## src/rtl/decode_pkg.sv

```systemverilog
// decode_pkg: shared constants and types for the ID/EX stage.
//   NOP_INST  - canonical RV32I nop (addi x0, x0, 0) loaded into EX on a bubble
//   CTRL_NOP  - all-zero control bundle; consumers slice it to their CTRL_W
//   lu_state_e - load-use sequencer states
package decode_pkg;

  localparam logic [31:0] NOP_INST   = 32'h0000_0013;
  localparam int          CTRL_W_MAX = 64;
  localparam logic [CTRL_W_MAX-1:0] CTRL_NOP = '0;

  typedef enum logic {
    IDLE  = 1'b0,
    STALL = 1'b1
  } lu_state_e;

endpackage

```

## src/rtl/load_use_detector.sv

```systemverilog
// load_use_detector: compares the Decode source registers against a load
// sitting in EX and sequences LOAD_LAT bubbles per hazard.
// Ports:
//   i_clk, i_rst_n           clock, async active-low reset
//   i_id_vld                 Decode holds a valid instruction
//   i_rs1_addr, i_rs2_addr   Decode source register addresses
//   i_use_rs1, i_use_rs2     Decode instruction reads rs1 / rs2
//   i_ex_vld, i_ex_is_load   current EX register contents
//   i_ex_rd_addr             destination of the instruction in EX
//   i_ex_flush, i_ex_stall   redirect / backend hold from Execute
//   o_id_stall               hold PC and IF/ID (combinational)
//   o_load_bubble            this edge inserts a counted load-use bubble
//
// state | meaning
// IDLE  | no load-use sequence in progress; hazard compare active
// STALL | extra bubbles for a multi-cycle load; rem bubbles still owed
module load_use_detector
  import decode_pkg::*;
#(
  parameter int LOAD_LAT = 1
) (
  input  logic       i_clk,
  input  logic       i_rst_n,
  input  logic       i_id_vld,
  input  logic [4:0] i_rs1_addr,
  input  logic [4:0] i_rs2_addr,
  input  logic       i_use_rs1,
  input  logic       i_use_rs2,
  input  logic       i_ex_vld,
  input  logic       i_ex_is_load,
  input  logic [4:0] i_ex_rd_addr,
  input  logic       i_ex_flush,
  input  logic       i_ex_stall,
  output logic       o_id_stall,
  output logic       o_load_bubble
);

  localparam int REM_W = $clog2(LOAD_LAT + 1);

  lu_state_e        state_q, state_d;
  logic [REM_W-1:0] rem_q, rem_d;
  logic             hazard;

  assign hazard = i_id_vld & i_ex_vld & i_ex_is_load & (i_ex_rd_addr != 5'd0) &
                  ((i_use_rs1 & (i_rs1_addr == i_ex_rd_addr)) |
                   (i_use_rs2 & (i_rs2_addr == i_ex_rd_addr)));

  always_ff @(posedge i_clk or negedge i_rst_n) begin
    if (!i_rst_n) begin
      state_q <= IDLE;
      rem_q   <= '0;
    end else begin
      state_q <= state_d;
      rem_q   <= rem_d;
    end
  end

  always_comb begin
    state_d       = state_q;
    rem_d         = rem_q;
    o_id_stall    = 1'b0;
    o_load_bubble = 1'b0;
    if (i_ex_flush) begin
      state_d = IDLE;
      rem_d   = '0;
    end else if (i_ex_stall) begin
      o_id_stall = 1'b1;
    end else begin
      unique case (state_q)
        IDLE: begin
          if (hazard) begin
            o_id_stall    = 1'b1;
            o_load_bubble = 1'b1;
            // The first bubble is inserted here; STALL covers the rest.
            if (LOAD_LAT > 1) begin
              state_d = STALL;
              rem_d   = REM_W'(LOAD_LAT - 1);
            end
          end
        end
        STALL: begin
          // The load has already left EX, so no hazard re-check here.
          o_id_stall    = 1'b1;
          o_load_bubble = 1'b1;
          rem_d         = rem_q - REM_W'(1);
          if (rem_q == REM_W'(1)) state_d = IDLE;
        end
        default: state_d = IDLE;
      endcase
    end
  end

endmodule

```

## src/rtl/decode_hazard_pipe.sv

```systemverilog
// decode_hazard_pipe: ID/EX pipeline register with WB->ID bypass and
// load-use bubble insertion.
// Ports:
//   i_clk, i_rst_n                 clock, async active-low reset
//   i_id_*                         Decode bundle (pc, inst, ctrl, imm, rs data,
//                                  rs use flags, is_load, valid)
//   i_wb_rd_addr/_data/_wren       Writeback register-file write port
//   i_ex_flush                     redirect from Execute (bubble, cancel stall)
//   i_ex_stall                     backend hold (freeze everything)
//   o_ex_*                         registered Execute bundle
//   o_id_stall                     hold PC and IF/ID (combinational)
//   o_bubble_cnt                   saturating count of load-use bubbles
module decode_hazard_pipe
  import decode_pkg::*;
#(
  parameter int XLEN     = 32,
  parameter int CTRL_W   = 16,
  parameter int LOAD_LAT = 1,
  parameter int CNT_W    = 16
) (
  input  logic              i_clk,
  input  logic              i_rst_n,
  input  logic              i_id_vld,
  input  logic [XLEN-1:0]   i_id_pc,
  input  logic [31:0]       i_id_inst,
  input  logic [CTRL_W-1:0] i_id_ctrl,
  input  logic [XLEN-1:0]   i_id_imm,
  input  logic [XLEN-1:0]   i_id_rs1_data,
  input  logic [XLEN-1:0]   i_id_rs2_data,
  input  logic              i_id_use_rs1,
  input  logic              i_id_use_rs2,
  input  logic              i_id_is_load,
  input  logic [4:0]        i_wb_rd_addr,
  input  logic [XLEN-1:0]   i_wb_rd_data,
  input  logic              i_wb_rd_wren,
  input  logic              i_ex_flush,
  input  logic              i_ex_stall,
  output logic              o_ex_vld,
  output logic [XLEN-1:0]   o_ex_pc,
  output logic [31:0]       o_ex_inst,
  output logic [CTRL_W-1:0] o_ex_ctrl,
  output logic [XLEN-1:0]   o_ex_imm,
  output logic [XLEN-1:0]   o_ex_rs1_data,
  output logic [XLEN-1:0]   o_ex_rs2_data,
  output logic              o_ex_is_load,
  output logic              o_id_stall,
  output logic [CNT_W-1:0]  o_bubble_cnt
);

  logic [4:0]      rs1_addr, rs2_addr;
  logic [XLEN-1:0] rs1_byp, rs2_byp;
  logic            load_bubble;

  assign rs1_addr = i_id_inst[19:15];
  assign rs2_addr = i_id_inst[24:20];

  // The regfile write lands on the same edge we register, so forward it here.
  assign rs1_byp = (i_wb_rd_wren && (i_wb_rd_addr != 5'd0) && (i_wb_rd_addr == rs1_addr))
                   ? i_wb_rd_data : i_id_rs1_data;
  assign rs2_byp = (i_wb_rd_wren && (i_wb_rd_addr != 5'd0) && (i_wb_rd_addr == rs2_addr))
                   ? i_wb_rd_data : i_id_rs2_data;

  load_use_detector #(.LOAD_LAT(LOAD_LAT)) u_lud (
    .i_clk         (i_clk),
    .i_rst_n       (i_rst_n),
    .i_id_vld      (i_id_vld),
    .i_rs1_addr    (rs1_addr),
    .i_rs2_addr    (rs2_addr),
    .i_use_rs1     (i_id_use_rs1),
    .i_use_rs2     (i_id_use_rs2),
    .i_ex_vld      (o_ex_vld),
    .i_ex_is_load  (o_ex_is_load),
    .i_ex_rd_addr  (o_ex_inst[11:7]),
    .i_ex_flush    (i_ex_flush),
    .i_ex_stall    (i_ex_stall),
    .o_id_stall    (o_id_stall),
    .o_load_bubble (load_bubble)
  );

  always_ff @(posedge i_clk or negedge i_rst_n) begin
    if (!i_rst_n) begin
      o_ex_vld      <= 1'b0;
      o_ex_pc       <= '0;
      o_ex_inst     <= NOP_INST;
      o_ex_ctrl     <= CTRL_NOP[CTRL_W-1:0];
      o_ex_imm      <= '0;
      o_ex_rs1_data <= '0;
      o_ex_rs2_data <= '0;
      o_ex_is_load  <= 1'b0;
      o_bubble_cnt  <= '0;
    end else if (i_ex_flush || (!i_ex_stall && load_bubble)) begin
      o_ex_vld      <= 1'b0;
      o_ex_pc       <= '0;
      o_ex_inst     <= NOP_INST;
      o_ex_ctrl     <= CTRL_NOP[CTRL_W-1:0];
      o_ex_imm      <= '0;
      o_ex_rs1_data <= '0;
      o_ex_rs2_data <= '0;
      o_ex_is_load  <= 1'b0;
      // Flush bubbles are not load-use bubbles and are not counted.
      if (!i_ex_flush && (o_bubble_cnt != '1))
        o_bubble_cnt <= o_bubble_cnt + CNT_W'(1);
    end else if (!i_ex_stall) begin
      o_ex_vld      <= i_id_vld;
      o_ex_pc       <= i_id_pc;
      o_ex_inst     <= i_id_inst;
      o_ex_ctrl     <= i_id_ctrl;
      o_ex_imm      <= i_id_imm;
      o_ex_rs1_data <= rs1_byp;
      o_ex_rs2_data <= rs2_byp;
      o_ex_is_load  <= i_id_is_load;
    end
  end

endmodule

```

## config.mk

```make
export PLATFORM = sky130hd
export DESIGN_NAME = decode_hazard_pipe
export DESIGN_NICKNAME = d
export VERILOG_FILES = /design/src/rtl/decode_pkg.sv /design/src/rtl/load_use_detector.sv /design/src/rtl/decode_hazard_pipe.sv
export SDC_FILE = /design/constraint.sdc
export NUM_CORES = 1
export LEC_CHECK = 0
export CAP_MARGIN = 0
export CORE_AREA = 2 2 161 163
export DETAILED_ROUTE_END_ITERATION = 10
export DIE_AREA = 0 0 163 165
export PLACE_DENSITY_LB_ADDON = 0.15
export SYNTH_ARGS = -nofsm -noshare
export SYNTH_HDL_FRONTEND = slang
export SYNTH_SLANG_ARGS = --single-unit
```

## constraint.sdc

```tcl
create_clock -name i_clk -period 3.9 [get_ports i_clk]
set_clock_uncertainty 0.15 [all_clocks]
set_input_delay 0.78 -clock i_clk [delete_from_list [all_inputs] [get_ports i_clk]]
set_output_delay 0.78 -clock i_clk [all_outputs]
set_load 0.01 [all_outputs]
```

# [Yosys cells after proc, flatten, opt, wreduce, memory -nomap -nowiden]
# Cells that the tools add are included.
[word_totals] regBits=196 input_bits=222 out_inout_bits=195 elab_cells=72
[op_classes] addsub=2 n_eq_ne=7 muxes=31 bitwise_logic=8 n_reduce_logical=13
[op_table] op="2-to-1 mux 32 bit" n=12
[op_table] op="2-to-1 mux 16 bit" n=2
[op_table] op="== test 5 bit" n=4
[op_table] op="adder 16 x 1 -> 16 bit (second input constant)" n=1
[op_table] op="2-to-1 mux 1 bit" n=16
[op_table] op="inequality test 16 bit (second input constant)" n=1
[op_table] op="nonzero test 5 bit" n=2
[op_table] op="bitwise AND 1 bit" n=6
[op_table] op="logical AND 1 bit" n=5
[op_table] op="AND reduction 2 bit" n=2
[op_table] op="zero test 1 bit" n=2
[op_table] op="inequality test 2 x 1 -> 1 bit (second input constant)" n=1
[op_table] op="inequality test 2 bit (second input constant)" n=1
[op_table] op="case mux 1 bit (2 select lines)" n=1
[op_table] op="nonzero test 2 bit" n=1
[op_table] op="logical OR 1 bit" n=1
[op_table] op="NOT 1 bit" n=1
[op_table] op="OR 1 bit" n=1
[op_table] op="subtractor 1 bit (second input constant)" n=1

# [Depth between registers and ports, before layout]
# Gate-level depths: netlist of the first run.
[logic_depth] word_depth=11 ltp_mapped=7 depth_no_buf=6

# [Hierarchy]
# Synthesis of the first run repeated with hierarchy kept, for this count alone.
[unflattened] hier_cells=706 hier_area_um2=8445.6
[modules_own_cells] mod="decode_hazard_pipe" instances=1 cells_each=678 area_each_um2=8184.1 seq_area_each_um2=4858.4
[modules_own_cells] mod="load_use_detector" instances=1 cells_each=28 area_each_um2=261.5 seq_area_each_um2=50.0

# [Worst setup path before layout of the first run]
# OpenSTA, ideal clock, no wires.
[synth_timing] path_kind="in2out" from="input i_id_inst[22]" to="output o_id_stall" t_arrival_ns=1.659 required_ns=2.970 path_slack_ns=1.311 path_stages=5 n_path_buf=0 cell_sequence="xnor2_1 nand4_2 o22ai_2 nand2_1 a31oi_1"
[synth_between] elab_chain_cells=8
[synth_rtl] element="start, declared" line="decode_hazard_pipe.sv:25" text="input logic [31:0] i_id_inst,"
[synth_rtl] element="== test 5 bit" line="load_use_detector.sv:46" text="(i_use_rs2 & (i_rs2_addr == i_ex_rd_addr)));"
[synth_rtl] element="bitwise AND 1 bit" line="load_use_detector.sv:46"
[synth_rtl] element="OR 1 bit" line="load_use_detector.sv:45" text="((i_use_rs1 & (i_rs1_addr == i_ex_rd_addr)) |"
[synth_rtl] element="bitwise AND 1 bit" line="load_use_detector.sv:44" text="assign hazard = i_id_vld & i_ex_vld & i_ex_is_load & (i_ex_rd_addr != 5'd0) &"
[synth_rtl] element="2-to-1 mux 1 bit" line="load_use_detector.sv:71" text="if (hazard) begin"
[synth_rtl] element="case mux 1 bit (2 select lines)" line="load_use_detector.sv:69" text="unique case (state_q)"
[synth_rtl] element="2-to-1 mux 1 bit" line="load_use_detector.sv:66" text="end else if (i_ex_stall) begin"
[synth_rtl] element="2-to-1 mux 1 bit" line="load_use_detector.sv:63" text="if (i_ex_flush) begin"
[synth_rtl] element="end, declared" line="decode_hazard_pipe.sv:46" text="output logic o_id_stall,"
# Every way passes these cells.

# [Worst setup path in the final report of the first run]
[layout_timing] from="input i_id_inst[23]" to="output o_id_stall"
# Same word-level chain as after synthesis.

==> parameters.txt, run 1 <==
Parameter                              Value

Die
  Starting Density    0.325
  Die ar.    26900 um2
  Num ports    417
  Floorplan row count    58
  Die span in x    163 um
  Die Ht    165 um
  Core box area    25000 um2

Critical path
  Startpoint of the worst register-to-register path    o_ex_inst[8]
  Highest cell delay on the worst timing path    0.56 ns
  Critical path origin    i_id_inst[23]
  Data required time of the critical path    2.97 ns
  Kind of start point of the critical path    input port
  Highest-delay cell along the critical path    sky130_fd_sc_hd__clkdlybuf4s50_1
  Worst Setup End Kind    output port
  Worst-path fanout max    3
  Signal arrival time at the worst endpoint    2.78 ns
  Most common cell type on the critical path    sky130_fd_sc_hd__clkdlybuf4s50_1
  Cell Chain, Critical Path    clkdlybuf4s50_1 -> xnor2_1 -> nand4_2 -> o22ai_2 -> nand2_1 -> a31oi_1 -> clkdlybuf4s50_1
  Start-to-end type of the worst setup path    in -> out

Finish
  Synthesis-to-layout area growth    62.6%
  Number of filler cells placed in the layout    2241
  Fraction of the core area covered by cells at the end of the flow    0.529
  Sequential cell area    4910 um2
  Total Nets Final    1272
  Combined area of the multi-input logic cells    2990 um2
  Share of post-route cells with drive strength above 1    0.0565

STA
  Setup violation total in the final timing report    0
  Worst-Margin Slew    0.644 ns
  Max-slew headroom at the worst pin    0.570
  Max Slew Vio Count    0
  Final hold vios    0
  Hold Slack    0.220 ns
  Post-layout min period    3.71 ns
  Fin crit share    0.950
  Total Negative Setup Slacks    0 ns
  Highest achievable clock rate    270 MHz
  RSZ-0062 raised after global routing    no

Route
  Number of DRC markers after the initial detailed-route iteration    400
  Routed wire length    29.0 mm
  Overall via count from detail_route    6792
  Count of nets left with antenna violations after detail routing    0
  Post-detailed-route wirelength per cell    20.8 um
  Vias per inst    4.87
  Post-detailed-route DRC marker count    0
  Number of search-and-repair iterations in the first detailed-routing pass    4

Synthesis
  Warnings, synthesis    0
  Number of instances in the synthesized netlist    648
  Number of nets produced by synthesis    871
  Total of flip-flops plus latches after synthesis    196
  Post-synthesis instance area    8150 um2
  Post-synthesis cell type with the largest combined area    sky130_fd_sc_hd__dfrtp_1
  Top FF cell, synth    sky130_fd_sc_hd__dfrtp_1
  Count leader, synth    sky130_fd_sc_hd__dfrtp_1
  Share of the synthesized area in the top cell type    0.593
  Post-synth cell types    43
  Top cells by count, synth    sky130_fd_sc_hd__dfrtp_1 (193), sky130_fd_sc_hd__a22o_1 (111), sky130_fd_sc_hd__nand2_1 (69)
  Share of the yosys chip area belonging to registers    0.603
  Async set or reset register ratio after synthesis    1.00
  Top area cells in the synthesized netlist    sky130_fd_sc_hd__dfrtp_1 (59%), sky130_fd_sc_hd__a22o_1 (12%), sky130_fd_sc_hd__mux2i_1 (7.9%), sky130_fd_sc_hd__nand2_1 (3.2%), sky130_fd_sc_hd__xnor2_1 (2.3%)
  Count of flip-flops with a built-in enable after synthesis    0
  Synthesized area per cell    12.6 um2

Clocking
  Resize count post-CTS    0
  Reg clk slew, reported paths    0.08 ns
  Number of buffers added to fix hold violations after cts    0
  Clock root buffer    sky130_fd_sc_hd__clkbuf_16
  Maximum count of clock buffers along a single path    2
  TritonCTS clock tree    built
  Clock buffer count from CTS    17
  Clock latency on the worst-skew pair    0.43 ns
  Number of setup buffers added after CTS    0
  CTS HTree Levels    4
  Sink count of the clock tree    196

Job
  Total of max-cap violations    0

GRT
  Via count of the first global-routing pass    6851
  Antenna violations before repair    3
  Maximum number of pins on one net before global-route repair    85
  Combined global-route utilization of all metal layers    0.212
  Global-route wire length before repair    42.7 mm
  Leftover overflow at the end of global routing    0

Status
  Status    completed

Pwr
  Pleak    5.50 nW
  Pwr Density    362 nW/um2
  IR drop worst, VDD    0.223 mV

Place
  Final GP Congestion    0.829
  Post-detail-place hpwl    21.6 mm
  Port Buffer Count    416

Hold path
  Class of the most critical hold timing path    in -> async
-- path summary, 6_finish.rpt --
path,end,cells past startpoint,slack (ns)
worst max register to register,o_ex_imm[26],5,1.65
worst min register to register,o_ex_rs2_data[27],2,0.33
worst max-delay path,o_id_stall,7,0.19
min in group i_clk,o_ex_rs2_data[27],2,0.33
max in group asynchronous,o_ex_imm[14],2,2.44
worst min-delay path,o_ex_pc[19],1,0.22
-- power by group --
part,switching [mW],total [mW],internal (mW)
combinational,0.344,0.826,0.483
sequential,0.0636,2.20,2.14
clock,0.886,1.77,0.880
-- area by class of cell --
| type | count | share of cell area |
|---|---|---|
| Clock buffer | 18 | 0.0331 |
| Antenna cell | 3 | 0.000567 |
| Multi-Input combinational cell | 404 | 0.225 |
| Sequential cell | 196 | 0.370 |
| Inverter | 2 | 0.000567 |
| Tap cell | 330 | 0.0312 |
| Clock inverter | 14 | 0.0117 |
| Timing Repair Buffer | 428 | 0.327 |
-- cell families (layout without fill, tap and decap cells) --
| kind of cell | count (synthesis) | in the layout | share of synthesized area |
|---|---|---|---|
| AOI/OAI and AO/OA | 192 | 192 | 0.180 |
| muxes | 65 | 65 | 0.0800 |
| adders and majority gates | 1 | 1 | 0.00154 |
| and+or+nand+nor | 111 | 111 | 0.0665 |
| buffers and inverters | 48 | 462 | 0.0321 |
| other | 0 | 3 | 0 |
| xor gates and xnor gates | 35 | 35 | 0.0376 |
| DFF | 196 | 196 | 0.603 |
-- critical path, delay by kind of cell --
| family | cells | cell delay [ns] |
|---|---|---|
| buffers and inverters | 2 | 1.12 |
| AO/OA/AOI/OAI | 2 | 0.48 |
| AND/OR/NAND/NOR | 2 | 0.25 |
| XOR/XNOR | 1 | 0.15 |
-- state kept, by name (all words and copies together) (netlist names) --
register,count
o_ex_pc,32
u_lud.rem_q,1
o_ex_is_load,1
u_lud.state_q,1
o_ex_vld,1
o_ex_imm,32
o_ex_inst,32
o_ex_rs2_data,32
o_bubble_cnt,16
o_ex_rs1_data,32
o_ex_ctrl,16
-- layout by cell type, fill, tap and decap left out, types with 7 or more instances in the layout --
master and n:
sky130_fd_sc_hd__clkdlybuf4s50_1 415, sky130_fd_sc_hd__dfrtp_1 193, sky130_fd_sc_hd__a22o_1 111, sky130_fd_sc_hd__nand2_1 69, sky130_fd_sc_hd__mux2i_1 64, sky130_fd_sc_hd__o21ai_0 34
sky130_fd_sc_hd__o21ai_1 31, sky130_fd_sc_hd__xnor2_1 21, sky130_fd_sc_hd__clkbuf_16 17, sky130_fd_sc_hd__xor2_1 14, sky130_fd_sc_hd__nand3_1 7
-- per-stage QoR --
stage               cell area [um2]  worst slack [ns]  std cells  power, mW
global placement              12600             0.210       1360       3.07
global route                  13200            0.0780       1395       5.01
floorplan                      8150              1.31        648       2.49
CTS                           13200             0.182       1392       4.87
finish                        13200             0.195       1395       4.80
detailed placement            12600             0.186       1360       3.08
-- per-layer routing --
layer  part of all wire  vias up  track usage  routed length, um
met4              0.020        0       0.0700                584
met5                  0        -            0                  0
met2               0.49      284        0.349              14100
met3              0.098       26       0.0869               2840
li1                   -     3177            -                  -
met1               0.40     3305        0.252              11500
(Power assumes the default switching activity.)
==> run 2, diff against run 1 <==
CORE_AREA = unset   (was 2 2 161 163)
CORE_MARGIN = 10   (was unset)
CORE_UTILIZATION = 35   (was unset)
DIE_AREA = unset   (was 0 0 163 165)
==> run 2 against run 1 <==
Die area up 11%. Sequential cell count unchanged. Highest routed layer unchanged. Via count up 1.1%. Power up 1.5%. Combinational power up 0.6%. Critical path depth unchanged. Setup slack worse by 0.014 ns. Count of clock-buffer cells in the layout unchanged. Final area about the same. Non-clock buffer count down 1. Cell count down 1.2%.
==> parameters.txt, run 2 (synthesized netlist as in run 1, its figures left out) <==
Parameter                              Value

Status
  Status    completed

STA
  Total Negative Setup Slacks    0 ns
  Setup violation total in the final timing report    0
  Post-layout min period    3.72 ns
  Fin crit share    0.954
  Worst-Margin Slew    0.646 ns
  Highest achievable clock rate    269 MHz
  RSZ-0062 raised after global routing    no
  Max-slew headroom at the worst pin    0.569
  Max Slew Vio Count    0
  Final hold vios    0

GRT
  Global-route wire length before repair    47.2 mm
  Via count of the first global-routing pass    7257
  Maximum number of pins on one net before global-route repair    123
  Combined global-route utilization of all metal layers    0.205
  Antenna violations before repair    3
  Leftover overflow at the end of global routing    0

Finish
  Share of post-route cells with drive strength above 1    0.0556
  Number of filler cells placed in the layout    1988
  Leading cell type in the layout, fill and taps excluded    sky130_fd_sc_hd__clkdlybuf4s50_1
  Highest-count cells in the layout ignoring fill and taps    sky130_fd_sc_hd__clkdlybuf4s50_1 (415), sky130_fd_sc_hd__dfrtp_1 (193), sky130_fd_sc_hd__a22o_1 (111), sky130_fd_sc_hd__nand2_1 (69), sky130_fd_sc_hd__mux2i_1 (64)
  Fraction of the core area covered by cells at the end of the flow    0.581
  Non-filler instance count after layout    1378
  Total Nets Final    1271
  Synthesis-to-layout area growth    62.5%

Critical path
  Startpoint of the worst register-to-register path    o_ex_inst[8]
  Data required time of the critical path    2.97 ns
  Logic depth of the worst path, buffers included    7
  Cell type group with the largest total delay on the critical path    buffers and inverters
  Start-to-end type of the worst setup path    in -> out
  Worst Setup End Kind    output port
  Critical path buffers and inverters    2
  Signal arrival time at the worst endpoint    2.79 ns
  Kind of start point of the critical path    input port
  Cell Chain, Critical Path    clkdlybuf4s50_1 -> xnor2_1 -> nand4_2 -> o22ai_2 -> nand2_1 -> a31oi_1 -> clkdlybuf4s50_1
  Worst Reg-to-Reg Cells    5
  R2R Setup Slk    1.71 ns
  Critical path origin    i_id_inst[24]
  Worst-path fanout max    3
  Termination of the worst setup path    o_id_stall
  Most common cell type on the critical path    sky130_fd_sc_hd__clkdlybuf4s50_1
  Capture point of the worst reg-to-reg path    o_ex_inst[24]
  Highest cell delay on the worst timing path    0.58 ns
  Highest-delay cell along the critical path    sky130_fd_sc_hd__clkdlybuf4s50_1

Die
  Die span in x    173 um
  Floorplan row count    55
  Die ar.    29800 um2
  Die Ht    173 um
  Num ports    417
  Core box area    22800 um2
  Starting Density    0.358

Clocking
  Clock root buffer    sky130_fd_sc_hd__clkbuf_16
  Sink count of the clock tree    196
  Number of setup buffers added after CTS    0
  Maximum count of clock buffers along a single path    2
  CTS HTree Levels    4
  TritonCTS clock tree    built
  Clock buffer count from CTS    17
  Clock latency on the worst-skew pair    0.44 ns
  Number of buffers added to fix hold violations after cts    0
  Resize count post-CTS    0
  Reg clk slew, reported paths    0.08 ns

Route
  Post-detailed-route DRC marker count    0
  Vias per inst    4.98
  Post-detailed-route wirelength per cell    22.7 um
  Number of search-and-repair iterations in the first detailed-routing pass    4
  Routed wire length    31.2 mm
  Overall via count from detail_route    6866
  Number of DRC markers after the initial detailed-route iteration    556
  Count of nets left with antenna violations after detail routing    0

Pwr
  Pwr Density    367 nW/um2
  Pleak    5.51 nW
  IR drop worst, VDD    0.229 mV

Hold path
  Class of the most critical hold timing path    in -> async

Place
  Port Buffer Count    416
  Post-detail-place hpwl    23.5 mm
  Post-Place Cells    1342
  Final GP Congestion    0.816

Job
  Total of max-cap violations    0
-- run 2: worst min path at each step --
stage	from	to	cells after the start
after floorplan	u_lud.rem_q	u_lud.state_q	1
after global placement	u_lud.rem_q	u_lud.state_q	1
after detailed placement	u_lud.rem_q	u_lud.state_q	1
after CTS	i_rst_n	o_ex_inst[25]	1
after global routing	i_rst_n	o_ex_inst[25]	1
final	i_rst_n	o_ex_inst[25]	1
-- run 2: area by class of cell --
class	instances	area (um2)	area share
Sequential cell	196	4910	0.371
Tap cell	313	392	0.0296
Antenna cell	4	10.0	0.000756
Timing Repair Buffer	427	4310	0.326
Clock buffer	18	439	0.0332
Inverter	2	7.51	0.000567
Multi-Input combinational cell	404	2990	0.225
Clock inverter	14	186	0.0141
-- run 2: stage by stage --
stage	hold WS, ns	power, mW	cell area [um2]	setup WS [ns]
final	0.0492	4.87	13200	0.181
after floorplan	0.289	2.49	8150	1.31
after detailed placement	0.316	3.08	12600	0.191
after global routing	0.0310	5.07	13200	0.0838
after CTS	0.0357	4.93	13200	0.179
after global placement	0.309	3.08	12600	0.213
-- run 2: per-layer routing --
| layer | GRT usage | vias to the layer above | part of all wire |
|---|---|---|---|
| met3 | 0.0932 | 25 | 0.10 |
| met1 | 0.240 | 3355 | 0.40 |
| met5 | 0 | - | 0 |
| li1 | - | 3175 | - |
| met4 | 0.0573 | 0 | 0.019 |
| met2 | 0.331 | 311 | 0.48 |
-- run 2: report_power, final --
part           switching (mW)  total, mW  internal, mW
Sequential             0.0623       2.20          2.14
Clock                   0.890       1.83         0.944
Combinational           0.348      0.831         0.483
Total                    1.30       4.87          3.57
-- run 2: worst reg2reg max path: stages, from the launching register on --
cell,delay (ns)
sky130_fd_sc_hd__dfrtp_1,0.46
sky130_fd_sc_hd__nor3_1,0.27
sky130_fd_sc_hd__a21oi_2,0.16
sky130_fd_sc_hd__a2111oi_4,0.46
sky130_fd_sc_hd__buf_4,0.41
sky130_fd_sc_hd__a22o_1,0.22
